File: src/rtl/snake_head_stepper_if.sv
// Bus between the direction/start controller and the snake head stepper.
// The controller side drives the direction, start and speed requests. The body
// stage supplies the kill flag, and the game shell supplies restart. The
// stepper returns the head position, the step pulse, the committed direction
// and the dead flag.
interface snake_head_stepper_if #(
    parameter int X_BITS = 5,
    parameter int Y_BITS = 4
);
    logic [1:0]        i_dir;
    logic              i_start;
    logic [1:0]        i_speed;
    logic              i_kill;
    logic              i_restart;
    logic [X_BITS-1:0] o_head_x;
    logic [Y_BITS-1:0] o_head_y;
    logic [1:0]        o_head_dir;
    logic              o_step;
    logic              o_dead;

    modport master (
        output i_dir, i_start, i_speed, i_kill, i_restart,
        input  o_head_x, o_head_y, o_head_dir, o_step, o_dead
    );

    modport slave (
        input  i_dir, i_start, i_speed, i_kill, i_restart,
        output o_head_x, o_head_y, o_head_dir, o_step, o_dead
    );
endinterface

File: src/rtl/snake_head_stepper.sv
// Snake head movement stage. It generates the game tick from a programmable
// period and moves the head one cell per tick in the requested direction.
// A move off the grid either wraps to the opposite edge or kills the snake,
// depending on WRAP. A kill from the body stage always stops the snake.
module snake_head_stepper #(
    parameter int X_BITS      = 5,
    parameter int Y_BITS      = 4,
    parameter int GRID_W      = 32,
    parameter int GRID_H      = 16,
    parameter int START_X     = 16,
    parameter int START_Y     = 2,
    parameter int TICK_PERIOD = 1000000,
    parameter int WRAP        = 0
) (
    input logic                 clk,
    input logic                 rst_n,
    snake_head_stepper_if.slave bus
);
    localparam int CNT_W = $clog2(TICK_PERIOD + 1);

    localparam logic [CNT_W-1:0]  CNT_ONE     = CNT_W'(1);
    localparam logic [X_BITS:0]   X_ONE       = (X_BITS + 1)'(1);
    localparam logic [Y_BITS:0]   Y_ONE       = (Y_BITS + 1)'(1);
    localparam logic [X_BITS:0]   GRID_W_EXT  = (X_BITS + 1)'(GRID_W);
    localparam logic [Y_BITS:0]   GRID_H_EXT  = (Y_BITS + 1)'(GRID_H);
    localparam logic [X_BITS-1:0] X_MAX       = X_BITS'(GRID_W - 1);
    localparam logic [Y_BITS-1:0] Y_MAX       = Y_BITS'(GRID_H - 1);
    localparam logic [X_BITS-1:0] X_HOME      = X_BITS'(START_X);
    localparam logic [Y_BITS-1:0] Y_HOME      = Y_BITS'(START_Y);
    localparam logic [1:0]        DIR_UP      = 2'b00;
    localparam logic [1:0]        DIR_DOWN    = 2'b01;
    localparam logic [1:0]        DIR_LEFT    = 2'b10;
    localparam logic [1:0]        DIR_RIGHT   = 2'b11;

    typedef enum logic [1:0] {
        IDLE = 2'd0,
        RUN  = 2'd1,
        DEAD = 2'd2
    } state_t;

    state_t            state, state_nxt;
    logic [CNT_W-1:0]  cnt, cnt_nxt;
    logic [CNT_W-1:0]  period, period_nxt;
    logic [X_BITS-1:0] head_x, head_x_nxt;
    logic [Y_BITS-1:0] head_y, head_y_nxt;
    logic [1:0]        head_dir, head_dir_nxt;
    logic              step, step_nxt;

    logic [X_BITS:0]   nx;
    logic [Y_BITS:0]   ny;
    logic              x_off, y_off;
    logic [X_BITS-1:0] x_tgt;
    logic [Y_BITS-1:0] y_tgt;
    logic              move_ok;

    // Tick period for a speed setting; each speed step halves the period.
    function automatic logic [CNT_W-1:0] period_for(input logic [1:0] speed);
        return CNT_W'(TICK_PERIOD >> speed);
    endfunction

    // Candidate cell one step away, in one extra bit so that under- and
    // overflow both show up as a value at or beyond the grid size.
    always_comb begin
        nx = {1'b0, head_x};
        ny = {1'b0, head_y};
        case (bus.i_dir)
            DIR_UP:    ny = {1'b0, head_y} - Y_ONE;
            DIR_DOWN:  ny = {1'b0, head_y} + Y_ONE;
            DIR_LEFT:  nx = {1'b0, head_x} - X_ONE;
            default:   nx = {1'b0, head_x} + X_ONE;
        endcase
        x_off = (nx >= GRID_W_EXT);
        y_off = (ny >= GRID_H_EXT);
        x_tgt = nx[X_BITS-1:0];
        y_tgt = ny[Y_BITS-1:0];
        if (x_off) begin
            x_tgt = (bus.i_dir == DIR_LEFT) ? X_MAX : '0;
        end
        if (y_off) begin
            y_tgt = (bus.i_dir == DIR_UP) ? Y_MAX : '0;
        end
        move_ok = !(x_off || y_off) || (WRAP != 0);
    end

    // Next-state and datapath update for the IDLE/RUN/DEAD controller.
    always_comb begin
        state_nxt    = state;
        cnt_nxt      = cnt;
        period_nxt   = period;
        head_x_nxt   = head_x;
        head_y_nxt   = head_y;
        head_dir_nxt = head_dir;
        step_nxt     = 1'b0;
        case (state)
            IDLE: begin
                cnt_nxt    = '0;
                period_nxt = period_for(bus.i_speed);
                if (bus.i_start) begin
                    state_nxt = RUN;
                end
            end
            RUN: begin
                if (bus.i_kill) begin
                    // A kill beats a coincident tick, so the head never moves.
                    state_nxt = DEAD;
                    cnt_nxt   = '0;
                end else if (cnt == period - CNT_ONE) begin
                    // The speed is sampled only at the wrap, so a speed change
                    // never cuts a tick short.
                    cnt_nxt    = '0;
                    period_nxt = period_for(bus.i_speed);
                    if (move_ok) begin
                        head_x_nxt   = x_tgt;
                        head_y_nxt   = y_tgt;
                        head_dir_nxt = bus.i_dir;
                        step_nxt     = 1'b1;
                    end else begin
                        state_nxt = DEAD;
                    end
                end else begin
                    cnt_nxt = cnt + CNT_ONE;
                end
            end
            DEAD: begin
                cnt_nxt    = '0;
                period_nxt = period_for(bus.i_speed);
                if (bus.i_restart) begin
                    state_nxt    = IDLE;
                    head_x_nxt   = X_HOME;
                    head_y_nxt   = Y_HOME;
                    head_dir_nxt = DIR_DOWN;
                end
            end
            default: begin
                state_nxt = IDLE;
            end
        endcase
    end

    // State, tick counter and head registers with asynchronous reset to the
    // start cell, pointing down.
    always_ff @(posedge clk or negedge rst_n) begin
        if (!rst_n) begin
            state    <= IDLE;
            cnt      <= '0;
            period   <= period_for(2'd0);
            head_x   <= X_HOME;
            head_y   <= Y_HOME;
            head_dir <= DIR_DOWN;
            step     <= 1'b0;
        end else begin
            state    <= state_nxt;
            cnt      <= cnt_nxt;
            period   <= period_nxt;
            head_x   <= head_x_nxt;
            head_y   <= head_y_nxt;
            head_dir <= head_dir_nxt;
            step     <= step_nxt;
        end
    end

    assign bus.o_head_x   = head_x;
    assign bus.o_head_y   = head_y;
    assign bus.o_head_dir = head_dir;
    assign bus.o_step     = step;
    assign bus.o_dead     = (state == DEAD);
endmodule

File: src/flat_wrapper.sv
// flat-port wrapper written by rule: the top's interface ports become plain ports
module snake_head_stepper_flat 
#(
    parameter int X_BITS      = 5,
    parameter int Y_BITS      = 4,
    parameter int GRID_W      = 32,
    parameter int GRID_H      = 16,
    parameter int START_X     = 16,
    parameter int START_Y     = 2,
    parameter int TICK_PERIOD = 1000000,
    parameter int WRAP        = 0
)
  (clk, rst_n, bus_i_dir, bus_i_start, bus_i_speed, bus_i_kill, bus_i_restart, bus_o_head_x, bus_o_head_y, bus_o_head_dir, bus_o_step, bus_o_dead);
  snake_head_stepper_if #(.X_BITS(X_BITS), .Y_BITS(Y_BITS)) bus_i ();
  input logic clk;
  input logic rst_n;
  input wire logic [$bits(bus_i.i_dir)-1:0] bus_i_dir;
  input wire logic [$bits(bus_i.i_start)-1:0] bus_i_start;
  input wire logic [$bits(bus_i.i_speed)-1:0] bus_i_speed;
  input wire logic [$bits(bus_i.i_kill)-1:0] bus_i_kill;
  input wire logic [$bits(bus_i.i_restart)-1:0] bus_i_restart;
  output wire logic [$bits(bus_i.o_head_x)-1:0] bus_o_head_x;
  output wire logic [$bits(bus_i.o_head_y)-1:0] bus_o_head_y;
  output wire logic [$bits(bus_i.o_head_dir)-1:0] bus_o_head_dir;
  output wire logic [$bits(bus_i.o_step)-1:0] bus_o_step;
  output wire logic [$bits(bus_i.o_dead)-1:0] bus_o_dead;
  assign bus_i.i_dir = bus_i_dir;
  assign bus_i.i_start = bus_i_start;
  assign bus_i.i_speed = bus_i_speed;
  assign bus_i.i_kill = bus_i_kill;
  assign bus_i.i_restart = bus_i_restart;
  assign bus_o_head_x = bus_i.o_head_x;
  assign bus_o_head_y = bus_i.o_head_y;
  assign bus_o_head_dir = bus_i.o_head_dir;
  assign bus_o_step = bus_i.o_step;
  assign bus_o_dead = bus_i.o_dead;
  snake_head_stepper #(.X_BITS(X_BITS), .Y_BITS(Y_BITS), .GRID_W(GRID_W), .GRID_H(GRID_H), .START_X(START_X), .START_Y(START_Y), .TICK_PERIOD(TICK_PERIOD), .WRAP(WRAP)) u_core (.clk(clk), .rst_n(rst_n), .bus(bus_i));
endmodule
File: config.mk
export PLATFORM = sky130hd
export DESIGN_NAME = snake_head_stepper_flat
export DESIGN_NICKNAME = d
export VERILOG_FILES = /design/src/rtl/snake_head_stepper_if.sv /design/src/rtl/snake_head_stepper.sv /design/src/flat_wrapper.sv
export SDC_FILE = /design/constraint.sdc
export NUM_CORES = 1
export LEC_CHECK = 0
export ABC_CLOCK_PERIOD_IN_PS = 4200
export CORE_UTILIZATION = 45
export CTS_BUF_LIST = sky130_fd_sc_hd__clkbuf_2 sky130_fd_sc_hd__clkbuf_4 sky130_fd_sc_hd__clkbuf_8
export DETAILED_ROUTE_END_ITERATION = 12
export PLACE_DENSITY_LB_ADDON = 0.1
export SYNTH_ARGS = -nofsm -noshare
export SYNTH_HDL_FRONTEND = slang
export SYNTH_SLANG_ARGS = --single-unit
File: constraint.sdc
create_clock -name clk -period 4.2 [get_ports clk]
set_input_delay 1.05 -clock clk [delete_from_list [all_inputs] [get_ports clk]]
set_output_delay 1.05 -clock clk [all_outputs]
set_load 0.005 [all_outputs]
Word level (Yosys, flattened, before mapping)
Index checks and enable logic that the tools add are counted.
{"block": "classes", "eq_ne": 12, "shifts": 1, "n_lt_le_gt_ge": 2, "addsub": 6, "reduce_logical": 10, "n_mux": 37}
{"operator": "20-bit two-way mux", "n": 4}
{"operator": "20-bit one-hot mux with 2 select lines", "n": 2}
{"operator": "5-bit two-way mux", "n": 6}
{"operator": "4-bit two-way mux", "n": 6}
{"operator": "20-bit by 1-bit adder with 20-bit output, second input constant", "n": 1}
{"operator": "20-bit == test", "n": 1}
{"operator": "5-bit one-hot mux with 2 select lines", "n": 2}
{"operator": "20-bit by 2-bit >> shifter with 20-bit output, first input constant", "n": 1}
{"operator": "20-bit by 1-bit subtractor with 20-bit output, second input constant", "n": 1}
{"operator": "2-bit two-way mux", "n": 9}
{"operator": "6-bit one-hot mux with 2 select lines", "n": 1}
{"operator": "2-bit inequality test, second input constant", "n": 4}
{"operator": "4-bit one-hot mux with 2 select lines", "n": 1}
{"operator": "5-bit by 1-bit adder with 6-bit output, second input constant", "n": 1}
{"operator": "6-bit >= comparator, second input constant", "n": 1}
{"operator": "3-bit by 2-bit inequality test with 1-bit output, second input constant", "n": 2}
{"operator": "2-bit one-hot mux with 3 select lines", "n": 1}
{"operator": "5-bit by 1-bit subtractor with 6-bit output, second input constant", "n": 1}
{"operator": "4-bit by 1-bit adder with 5-bit output, second input constant", "n": 1}
{"operator": "5-bit >= comparator, second input constant", "n": 1}
{"operator": "5-bit AND reduction", "n": 1}
{"operator": "4-bit by 1-bit subtractor with 5-bit output, second input constant", "n": 1}
{"operator": "2-bit by 1-bit == test with 1-bit output, second input constant", "n": 2}
{"operator": "2-bit == test, second input constant", "n": 2}
{"operator": "9 further kinds", "n": 15}
{"block": "totals", "output_inout_bits": 13, "elab_cells": 75, "regBits": 54, "inputBits": 9}

Depth between registers and ports, before layout
{"block": "depth", "depth_word": 9, "ltp_mapped": 14, "depth_no_buf": 10}

Least setup slack after synthesis
OpenSTA, ideal clock, no wires.
{"block": "synth_timing", "path_type": "in2reg", "from": "in bus_i_dir[1]", "to": "reg u_core.head_y[2], in the netlist u_core.bus.o_head_y[2]", "required_ps": 4078, "slack_ps": 737, "path_stages": 11, "setup_time_ps": 122, "arrival_ps": 3342, "n_path_buf": 1, "cell_sequence": "clkbuf_1 inv_1 nand2_1 fa_1 a21o_1 a21oi_1 nand3_1 o2111ai_1 and2_0 nor2_1 a32o_1"}
{"block": "synth_between", "elab_chain_cells": 8, "word_cells_on_any_way": 17, "cone_classes": "order compare (2); eq/ne (3); mux (8); reduce/logical (4)"}
{"item": "from (decl)", "line_no": "flat_wrapper.sv:17", "text": "input wire logic [$bits(bus_i.i_dir)-1:0] bus_i_dir;"}
{"item": "2-bit by 1-bit == test with 1-bit output / 2-bit logical NOT (equally long branches)", "line_no": "snake_head_stepper.sv:66, snake_head_stepper.sv:80"}
{"item": "5-bit one-hot mux with 2 select lines", "line_no": "snake_head_stepper.sv:66", "text": "case (bus.i_dir)"}
{"item": "5-bit >= comparator", "line_no": "snake_head_stepper.sv:73", "text": "y_off = (ny >= GRID_H_EXT);"}
{"item": "4-bit two-way mux", "line_no": "snake_head_stepper.sv:79", "text": "if (y_off) begin"}
{"item": "4-bit two-way mux", "line_no": "snake_head_stepper.sv:112", "text": "if (move_ok) begin"}
{"item": "4-bit two-way mux", "line_no": "snake_head_stepper.sv:107", "text": "end else if (cnt == period - CNT_ONE) begin"}
{"item": "4-bit two-way mux", "line_no": "snake_head_stepper.sv:103", "text": "if (bus.i_kill) begin"}
{"item": "4-bit one-hot mux with 2 select lines", "line_no": "snake_head_stepper.sv:94", "text": "case (state)"}
{"item": "to (signal assigned)", "line_no": "snake_head_stepper.sv:156", "text": "head_y <= head_y_nxt;"}
{"item": "to (decl)", "line_no": "snake_head_stepper.sv:45", "text": "logic [Y_BITS-1:0] head_y, head_y_nxt;"}
Parallel ways exist; a longest one is shown, timed or not. The select of a mux whose other input is x is not followed.
A chain may end at the register's enable or synchronous reset.

Worst setup path after layout
{"block": "layout_timing", "from": "in bus_i_dir[1]", "to": "reg u_core.head_x[1], in the netlist u_core.bus.o_head_x[1]"}
{"block": "layout_between", "elab_chain_cells": 9, "word_cells_on_any_way": 17, "cone_classes": "order compare (2); eq/ne (3); mux (8); reduce/logical (4)"}
{"item": "2-bit by 1-bit == test with 1-bit output / 2-bit logical NOT (equally long branches)", "line_no": "snake_head_stepper.sv:66"}
{"item": "2-bit OR reduction (no line)"}
{"item": "6-bit one-hot mux with 2 select lines", "line_no": "snake_head_stepper.sv:66"}
{"item": "6-bit >= comparator", "line_no": "snake_head_stepper.sv:72", "text": "x_off = (nx >= GRID_W_EXT);"}
{"item": "5-bit two-way mux", "line_no": "snake_head_stepper.sv:76", "text": "if (x_off) begin"}
{"item": "5-bit two-way mux", "line_no": "snake_head_stepper.sv:112"}
{"item": "5-bit two-way mux", "line_no": "snake_head_stepper.sv:107"}
{"item": "5-bit two-way mux", "line_no": "snake_head_stepper.sv:103"}
{"item": "5-bit one-hot mux with 2 select lines", "line_no": "snake_head_stepper.sv:94"}
{"item": "to (signal assigned)", "line_no": "snake_head_stepper.sv:155", "text": "head_x <= head_x_nxt;"}
{"item": "to (decl)", "line_no": "snake_head_stepper.sv:44", "text": "logic [X_BITS-1:0] head_x, head_x_nxt;"}
Parallel ways exist; a longest one is shown, timed or not. The select of a mux whose other input is x is not followed.

==> results.json <==
{
  "die_h_um": 86.9,
  "clockRootBuffer": "clkbuf_8",
  "pin_count": 22,
  "cts_hold_buffers": 0,
  "rrSetupSlack_ns": 0.85,
  "critPathRequiredTime_ns": 4.39,
  "slew_violations": 0,
  "ir_drop_mv": 0.360,
  "crit_type": "in -> reg",
  "synthArstFlopShare_pct": 100,
  "nNetsFinal": 413,
  "max_freq_ghz": 0.279,
  "worst_setup_path_start_kind": "input pin",
  "placed_cell_area_um2": 3500,
  "clk_path_buf_depth": 2,
  "portBuffers": 21,
  "fin_tns_setup_ns": 0,
  "drv_cap": 0,
  "p_switching_uw": 904,
  "synth-seq-cells": 44,
  "drt_wl_total_mm": 7.85,
  "via_per_inst": 5.79,
  "place.gp.congestion": 0.853,
  "clk_pin_slew_ns": 0.09,
  "overflow": 0,
  "ys.flop_type": "dfrtp_1",
  "combPwrFrac_pct": 48.4,
  "numCtsBuffers": 5,
  "r2r-start": "u_core.period[12]",
  "seqCellArea_um2": 1110,
  "synth-edff-count": 0,
  "r2r_end": "u_core.period[11]",
  "cp.arrival_ns": 3.76,
  "yosysWarnings": 0,
  "fp.dieArea_um2": 7540,
  "post_cts_resized": 0,
  "postLayoutCellArea_um2": 3640,
  "status": "complete, no violations",
  "drc_errors": 0,
  "num_antenna_cells": 0,
  "critPathMaxFanout": 7,
  "hold_depth": 2,
  "syn_inst": 377,
  "dr.first_iter.drc_count": 92,
  "antenna_found_initial": 0,
  "pwr-share-seq_pct": 33.7,
  "clock_sinks": 44,
  "post-cts-setup-buffer-count": 0,
  "multi_input_area_um2": 1940,
  "yosysSeqAreaShare_pct": 34.3,
  "swShare_pct": 40.7,
  "fin_crit_sh_pct": 85.2,
  "powerDensity_nw_per_um2": 610,
  "first_pass_iters": 4,
  "syn2layout_area_growth_pct": 12.3,
  "dp_hpwl_mm": 5.70,
  "dr_total_vias": 2822,
  "syn_area_um2": 3240,
  "drive_above_1_share_pct": 10.5,
  "yosysUniqueCellTypes": 69,
  "htree_levels": 2,
  "setup_viol": 0,
  "hold_class": "reg -> reg",
  "cp-startpoint": "bus_i_dir[1]",
  "tightest_slew_ns": 0.997,
  "clk_latency_ns": 0.30,
  "fp-row-count": 30,
  "grt_max_degree": 45,
  "grt_pass1_wl_mm": 13.1,
  "leakagePower_uw": 0.00153,
  "coreArea_um2": 6870,
  "max_slew_margin_pct": 33.5,
  "post-route-min-period_ns": 3.58,
  "hold_viol": 0,
  "cts_tree": "done",
  "grt_use_total_pct": 22.0,
  "ant_nets": 0,
  "rr_worst_depth": 9,
  "syn_nets": 400,
  "start_util_pct": 47.2,
  "critPathCaptureType": "flop",
  "min_from": "u_core.period[17]",
  "fin_skew_ns": 0.0150,
  "min_to": "u_core.period[17]",
  "wl_per_cell_um": 16.1,
  "p_int_uw": 1320,
  "clkPwrFrac_pct": 17.9,
  "die_w_um": 86.9,
  "avgSynthCellArea_um2": 8.60,
  "grt_pass1_vias": 2620,
  "fillCellCount": 653,
  "rsz0062_at_grt": "no"
}
==> synthesized netlist by cell type (all sizes together) (3+ instances only) <==
| master | number | area (µm²) |
|---|---|---|
| and2 | 5 | 31.3 |
| a211oi | 3 | 22.5 |
| o211ai | 4 | 30.0 |
| a21oi | 25 | 140 |
| nor2 | 35 | 131 |
| o21ai | 21 | 105 |
| nor3 | 11 | 60.1 |
| mux2 | 4 | 45.0 |
| a31oi | 5 | 37.5 |
| a22o | 8 | 70.1 |
| mux2i | 5 | 50.1 |
| inv | 20 | 75.1 |
| nand4 | 3 | 18.8 |
| and3 | 6 | 37.5 |
| nand2 | 35 | 134 |
| buf | 8 | 61.3 |
| clkbuf | 14 | 55.1 |
| a21o | 14 | 113 |
| o22ai | 4 | 25.0 |
| or4 | 3 | 26.3 |
| dfstp | 8 | 210 |
| nor4b | 4 | 35.0 |
| ha | 13 | 163 |
| nor4 | 7 | 58.8 |
| xnor2 | 9 | 78.8 |
| nand3 | 17 | 85.1 |
| xor2 | 8 | 70.1 |
| nand2b | 5 | 31.3 |
| dfrtp | 36 | 901 |
==> placed cells by master (no fill, tap or decap), types with 3 or more instances in the layout <==
cell and n:
a211oi_1 3, a21o_1 13, a21oi_1 23, a22o_1 8
a31oi_1 4, and2_1 4, and3_1 6, buf_4 7
clkbuf_8 5, clkdlybuf4s50_1 20, dfrtp_1 36, dfstp_2 8
ha_1 13, inv_1 20, mux2_2 4, mux2i_1 5
nand2_1 34, nand2b_1 5, nand3_1 17, nand4_1 3
nor2_1 35, nor3_1 10, nor4_1 6, nor4b_1 4
o211ai_1 4, o21ai_0 15, o21ai_1 6, o22ai_1 4
xnor2_1 9, xor2_1 8
==> routing by layer <==
metal  global-route usage [%]  wire length [µm]  up-vias
li1                         -                 -     1390
met5                        0                 0        -
met3                     3.13               171        6
met4                     3.18                51        0
met1                     30.9              3910     1382
met2                     36.9              3720       44
==> registers in the layout, indices dropped and copies added (netlist names) <==
register / count
u_core.bus.o_head_x: 5
u_core.state: 2
u_core.cnt: 20
u_core.bus.o_head_y: 4
u_core.period: 10
u_core.bus.o_head_dir: 2
u_core.bus.o_step: 1
==> power by group through the flow <==
stage / Combinational (µW) / Sequential [µW] / Clock [µW]
after detailed placement: 1070 / 752 / 0
after floorplan: 870 / 649 / 0
after global placement: 1060 / 753 / 0
after global routing: 1200 / 775 / 425
final: 1070 / 749 / 398
after CTS: 1080 / 748 / 408
==> cells by family after synthesis <==
| kind of cell | after synthesis | synth area share [%] |
|---|---|---|
| compound gates | 105 | 22.6 |
| xor+xnor | 17 | 4.59 |
| fa+ha+maj | 15 | 5.95 |
| buf+inv | 42 | 5.91 |
| flops | 44 | 34.3 |
| mux | 9 | 2.93 |
| simple gates | 145 | 23.7 |
==> layout make-up <==
type                            instances  area share, %
Clock buffer                            6           2.10
Multi-Input combinational cell        291           53.3
Tap cell                               96           3.30
Inverter                               20           2.06
Timing Repair Buffer                   28           7.08
Clock inverter                          2           1.65
Sequential cell                        44           30.5
==> critical path, stage by stage <==
cell             delay (ns)
clkdlybuf4s50_1        0.42
inv_1                  0.07
nand2_1                0.16
fa_1                   0.44
a21o_1                 0.20
a21oi_1                0.37
o2111ai_1              0.23
buf_4                  0.20
nand2_1                0.19
nand2_2                0.10
o41ai_2                0.33
==> metrics by stage <==
step | instances | setup slack [ns] | hold slack [ns] | util, % | total power (µW)
CTS | 487 | 0.619 | 0.488 | 53.0 | 2230
floorplan | 377 | 0.737 | 0.452 | - | 1520
finish | 487 | 0.622 | 0.488 | 53.0 | 2220
global placement | 479 | 0.432 | 0.472 | 51.0 | 1810
global route | 487 | 0.464 | 0.516 | 53.0 | 2400
detailed placement | 479 | 0.323 | 0.475 | 51.0 | 1830
==> worst max path at each step <==
stage / depth (start not counted) / slack, ns / to
global placement: 11 / 0.43 / u_core.bus.o_head_x[1]
global route: 11 / 0.46 / u_core.bus.o_head_x[1]
CTS: 11 / 0.62 / u_core.bus.o_head_x[1]
detailed placement: 11 / 0.32 / u_core.bus.o_head_x[1]
finish: 11 / 0.62 / u_core.bus.o_head_x[1]
floorplan: 11 / 0.74 / u_core.bus.o_head_y[2]
No activity file was read; power rests on OpenSTA's default activity.
